File: src/rtl/lfsr_gen.sv
// Parametrised Fibonacci LFSR with a runtime seed load, a counted burst mode
// using a busy/done handshake, and lock-up detection that recovers to SEED.
//
// state    | meaning
// ---------+----------------------------------------------------
// ST_IDLE  | single-step on sh_en; a start is accepted here
// ST_BURST | one shift per cycle until the step counter reaches zero
module lfsr_gen #(
  parameter int unsigned       WIDTH   = 17,
  parameter logic [WIDTH-1:0]  TAPS    = 17'h12000,
  parameter logic [WIDTH-1:0]  SEED    = 17'h082F1,
  parameter bit                XNOR_FB = 1'b1,
  parameter int unsigned       CNT_W   = 17
) (
  input  logic             clk,
  input  logic             rst_n,
  input  logic             sh_en,
  input  logic             load,
  input  logic [WIDTH-1:0] load_val,
  input  logic             start,
  input  logic [CNT_W-1:0] n_steps,
  output logic             busy,
  output logic             done,
  output logic             q_out,
  output logic [WIDTH-1:0] q_state,
  output logic             lockup
);

  typedef enum logic {ST_IDLE, ST_BURST} state_t;

  localparam logic [WIDTH-1:0] LOCK_VAL = XNOR_FB ? {WIDTH{1'b1}} : {WIDTH{1'b0}};

  state_t           state_q, state_d;
  logic [WIDTH-1:0] lfsr_q, lfsr_d;
  logic [CNT_W-1:0] cnt_q, cnt_d;
  logic             done_q, done_d;
  logic             lock_q, lock_d;
  logic             fb;
  logic             at_lock;
  logic [WIDTH-1:0] step_val;

  assign fb       = (^(lfsr_q & TAPS)) ^ XNOR_FB;
  assign at_lock  = (lfsr_q == LOCK_VAL);
  // A shift attempted from the lock-up value reseeds instead of shifting.
  assign step_val = at_lock ? SEED : {lfsr_q[WIDTH-2:0], fb};

  always_ff @(posedge clk) begin
    if (!rst_n) begin
      state_q <= ST_IDLE;
      lfsr_q  <= SEED;
      cnt_q   <= '0;
      done_q  <= 1'b0;
      lock_q  <= 1'b0;
    end else begin
      state_q <= state_d;
      lfsr_q  <= lfsr_d;
      cnt_q   <= cnt_d;
      done_q  <= done_d;
      lock_q  <= lock_d;
    end
  end

  always_comb begin
    state_d = state_q;
    lfsr_d  = lfsr_q;
    cnt_d   = cnt_q;
    done_d  = 1'b0;
    lock_d  = lock_q | at_lock;
    if (load) begin
      lfsr_d  = load_val;
      lock_d  = 1'b0;
      cnt_d   = '0;
      state_d = ST_IDLE;
    end else begin
      unique case (state_q)
        ST_BURST: begin
          lfsr_d = step_val;
          cnt_d  = cnt_q - CNT_W'(1);
          if (cnt_q == CNT_W'(1)) begin
            state_d = ST_IDLE;
            done_d  = 1'b1;
          end
        end
        default: begin
          if (start) begin
            if (n_steps == '0) begin
              done_d = 1'b1;
            end else begin
              state_d = ST_BURST;
              cnt_d   = n_steps;
            end
          end else if (sh_en) begin
            lfsr_d = step_val;
          end
        end
      endcase
    end
  end

  assign busy    = (state_q == ST_BURST);
  assign done    = done_q;
  assign q_state = lfsr_q;
  assign q_out   = lfsr_q[WIDTH-1];
  assign lockup  = lock_q;

endmodule

File: config.mk
export PLATFORM = sky130hd
export DESIGN_NAME = lfsr_gen
export DESIGN_NICKNAME = d
export VERILOG_FILES = /design/src/rtl/lfsr_gen.sv
export SDC_FILE = /design/constraint.sdc
export NUM_CORES = 1
export LEC_CHECK = 0
export BUFFER_PORTS_ARGS = -buffer_cell sky130_fd_sc_hd__clkbuf_2
export CAP_MARGIN = 20
export CELL_PAD_IN_SITES_DETAIL_PLACEMENT = 0
export CELL_PAD_IN_SITES_GLOBAL_PLACEMENT = 1
export CORE_MARGIN = 1
export CORE_UTILIZATION = 35
export DETAILED_ROUTE_END_ITERATION = 10
export GPL_ROUTABILITY_DRIVEN = 1
export PLACE_DENSITY_LB_ADDON = 0.1
export RECOVER_POWER = 25
export SYNTH_ARGS = -nofsm -noshare
export SYNTH_HDL_FRONTEND = slang
export SYNTH_SLANG_ARGS = --single-unit
File: constraint.sdc
create_clock -name clk -period 5.06 [get_ports clk]
set_input_delay 0.506 -clock clk [delete_from_list [all_inputs] [get_ports clk]]
set_output_delay 0.506 -clock clk [all_outputs]
set_load 0.02 [all_outputs]
==> reports/qor_table.md <==
| Stage | Item | This run |
|:---|:---|:---|
| drt | Post-DR wirelength/cell | 15.9 um |
| run | Total of max-cap violations | 0 |
| cts | Master cell of the clock root buffer | clkbuf_8 |
| layout | Final net count | 339 |
| power | Cell leakage power | 0.967 nW |
| grt | Total global routing track utilization | 20.0% |
| hold path | Worst hold path stage count | 2 |
| yosys | Main combinational cell family by area after synthesis | compound AO/OA/AOI/OAI gates |
| sta | Actual transition at the worst max-transition pin | 0.916 ns |
| floorplanning | Floorplan Core Area | 5610 um2 |
| floorplanning | Die Footprint | 6220 um2 |
| grt | GR met3 Demand/Resource | 5.06% |
| yosys | Fraction of the mapped netlist area in compound gates | 26.8% |
| layout | Cell Count, Final, Fillers Out | 371 |
| yosys | Net count of the mapped netlist | 286 |
| sta | Final setup violation count | 0 |
| grt | Global Route met1 Usage | 30.0% |
| grt | Wire length of the first global-routing pass | 9670 um |
| yosys | Share of the synthesized area in the top cell type | 35.8% |
| critical path | Worst Reg-to-Reg Cells | 6 |
| yosys | Total of warnings raised by yosys | 0 |
| layout | Finished Cell Area | 2490 um2 |
| cts | Post-cts hold buffer count | 0 |
| critical path | Library cell contributing the largest single delay on the critical path | clkbuf_1 |
| layout | Share of post-route cells with drive strength above 1 | 22.7% |
| grt | Number of antenna violations at the first check in global routing | 0 |
| sta | Worst slew margin relative to its limit | 39.0% |
| cts | Setup bufs post-CTS | 0 |
| place | DP HPWL | 4190 um |
| critical path | Ordered list of cells on the worst path | clkbuf_1, or4b_1, nor4_4, nand2_1, xor2_1, a211oi_2 |
| hold path | Class of the tightest hold or removal check | in -> reg |
| status | Run status | completed |
| yosys | Simple-Gate Fraction of Synth Area | 24.0% |
| cts | Count of clock tree sinks | 37 |
| grt | Vias in the first global route | 1882 |
| cts | Clock slew seen by the registers of the worst setup and hold paths | 0.09 ns |
| yosys | Xor-xnor portion of the synthesized cell area | 1.27% |
| place | Cell total after placement | 362 |
| floorplanning | Die boundary width | 78.9 um |
| cts | Insertion delay to the later sink of the worst-skew pair | 0.30 ns |
| place | Placement-stage cell area | 2390 um2 |
| yosys | Synth unique cells | 53 |
| power | Worst IR Drop VDD | 0.125 mV |
| yosys | Post-synthesis share of cell area spent on full adders, half adders and majority gates | 1.21% |
| layout | Number of inserted filler cells in the final layout | 624 |
| sta | Setup Skew | 0.0120 ns |
| grt | Total gr overflow | 0 |
| power | Share of power burned in registers | 43.7% |
| sta | Final critical-path required period | 2.54 ns |
| drt | Vias post-DR | 2092 |
| power | Cell-internal power | 523 uW |
| cts | Post-cts gate resize count | 0 |
| floorplanning | Core Rows | 27 |
| sta | Final Hold Vio Count | 0 |
| drt | DR vias/cell | 5.64 |
| critical path | CP arrival | 2.75 ns |
| place | Routability congestion estimate | 0.853 |
| yosys | Cell type with the largest total area after synthesis | dfxtp_1 |
| drt | Iteration-0 DRC count of the detailed router | 81 |
| grt | Most utilized layer in the global route result | met1 |
| yosys | Cell area after synthesis | 2070 um2 |
| sta | Final TNS setup | 0 ns |
| cts | H-tree Lvls | 2 |
| grt | Largest net degree at the start of global routing | 22 |
| layout | Fraction of the core area covered by cells at the end of the flow | 44.5% |
| floorplanning | Boundary Pins | 60 |
| critical path | Critical path required time | 5.27 ns |
| critical path | Worst setup path class | reg -> reg |
| drt | Post-DRT Antenna Nets | 0 |
| power | Switch share | 31.4% |
| yosys | Portion of netlist area occupied by mux cells | 6.42% |
| drt | Post-detailed-route DRC marker count | 0 |
| drt | Wire length after detailed routing | 5890 um |
| cts | Number of buffers added by the clock tree synthesis step | 5 |
| place | Number of buffers added on ports | 59 |
| sta | Maximum frequency from static timing analysis | 394 MHz |
| yosys | Share of the yosys chip area belonging to registers | 35.8% |
| yosys | Post-Syn Instances | 245 |
| power | Clock share of power | 34.9% |
| critical path | Critical path's largest stage delay | 0.69 ns |
| power | NetSw | 239 uW |
| sta | Post-route clock period utilization | 50.1% |
| sta | Final max-slew violation count | 0 |
| power | Logic gate share of total power | 21.4% |
| critical path | CP endpoint kind | flop |
| cts | Clock Path Buffers | 2 |
| cts | Clock tree from TritonCTS | yes |
| grt | GRT met2 Usage | 27.9% |
| layout | ANT cells | 0 |
| layout | Signed area change from the synthesized netlist to the final layout | 20.6% |
| critical path | Category of the worst setup path launch point | flop |
| floorplanning | Effective utilization at floorplan | 36.9% |
| yosys | Area contributors post-synth | dfxtp_1, mux2i_1, a21oi_1, nor2_1, a221oi_1 |
| power | Power per standard cell area | 306 nW/um2 |
| critical path | Max Fanout on Critical Path | 19 |
| sta | Unrepaired setup endpoints after global routing | false |
| drt | Initial DRT Pass Iterations | 5 |
| yosys | Avg Cell Area, Syn | 8.44 um2 |
| yosys | Seq cells post-synth | 37 |
| floorplanning | Die height | 78.9 um |
[cell usage in the layout (no fill, tap or decap), types with 2 or more instances in the layout]
master    count
clkbuf_2     46
dfxtp_1      37
nor2_1       24
nand2_1      21
a21oi_1      19
clkbuf_1     14
o21ai_0      12
mux2i_1      11
a221oi_1      9
nand3_1       8
a31oi_1       7
nor3_1        6
o21ai_1       6
o211ai_1      6
inv_1         5
nor4_1        5
a211oi_1      5
clkbuf_8      5
a22oi_1       4
nand4_1       3
and3_1        3
a21boi_1      3
nor2b_1       3
a211oi_2      2
or4_4         2
nor3_4        2
xor2_1        2
ha_1          2
[power by group through the flow]
| stage | registers (mW) | clock network [mW] | logic, mW |
|---|---|---|---|
| 2_1_floorplan | 0.348 | 0 | 0.102 |
| 3_3_place_gp | 0.340 | 0 | 0.165 |
| 3_5_place_dp | 0.340 | 0 | 0.164 |
| 4_1_cts | 0.333 | 0.273 | 0.165 |
| 5_1_grt | 0.336 | 0.284 | 0.181 |
| 6_report | 0.333 | 0.266 | 0.163 |
[worst paths after layout]
path,from,end,slack [ns]
max,busy,cnt_q[16],2.52
min,n_steps[2],cnt_q[2],0.48
max reg2reg,busy,cnt_q[16],2.52
min reg2reg,lockup,lockup,0.49
[flip-flops by register name, indices dropped and copies added, names as in the netlist]
signal and count:
lockup 1, busy 1, done 1, cnt_q 17, q_state 17
[cells in the mapped netlist, drive strengths merged]
library cell / number
nand3: 8
nor2b: 3
o22a: 1
and4bb: 1
a211o: 1
nor3: 9
nor4: 6
buf: 6
or4b: 1
ha: 2
nand4: 3
a21oi: 19
inv: 6
or4: 2
nand2b: 1
o211ai: 6
a21boi: 3
nor3b: 1
o41a: 1
o21ai: 18
dfxtp: 37
xor2: 2
a221oi: 9
a211oi: 7
nor2: 25
a311oi: 1
and3: 3
and4b: 1
or3: 1
nand4b: 1
a2111oi: 2
clkbuf: 9
mux2i: 11
xnor2: 1
o21a: 1
o221ai: 1
nand2: 21
a22oi: 4
a31oi: 7
a41oi: 1
mux2: 2
[logic make-up (layout without fill, tap and decap cells)]
kind of cell | after synthesis | after routing
buffers and inverters | 21 | 75
XOR/XNOR | 3 | 3
flip-flops | 37 | 37
AO/OA/AOI/OAI | 82 | 82
adder cells (fa/ha/maj) | 2 | 2
AND/OR/NAND/NOR | 87 | 87
multiplexers | 13 | 13
[worst max-delay path: cells and delay by family (launching register included)]
kind | cells | cell delay [ns]
flip-flops | 1 | 0.52
XOR/XNOR | 1 | 0.16
AO/OA/AOI/OAI | 1 | 0.20
buffers and inverters | 1 | 0.69
AND/OR/NAND/NOR | 3 | 0.88
[final cells by class]
type | count | area (um2) | share of cell area [%]
Clock buffer | 5 | 68.8 | 2.76
Clock inverter | 3 | 46.3 | 1.86
Inverter | 6 | 22.5 | 0.903
Multi-Input combinational cell | 187 | 1230 | 49.5
Sequential cell | 37 | 741 | 29.7
Tap cell | 72 | 90.1 | 3.61
Timing Repair Buffer | 61 | 290 | 11.6
[metrics by stage]
step	power, mW	hold WS [ns]	setup slack [ns]
after floorplan	0.451	0.467	3.22
after global placement	0.505	0.481	2.68
after detailed placement	0.504	0.467	2.64
after CTS	0.770	0.465	2.94
after global routing	0.802	0.465	2.37
final	0.762	0.477	2.52
[layer usage]
layer,routed length (um),vias to the layer above
met1,2980,994
met5,0,-
met4,24,0
met2,2520,58
met3,362,2
li1,-,1038
No activity file was read; power rests on OpenSTA's default activity.
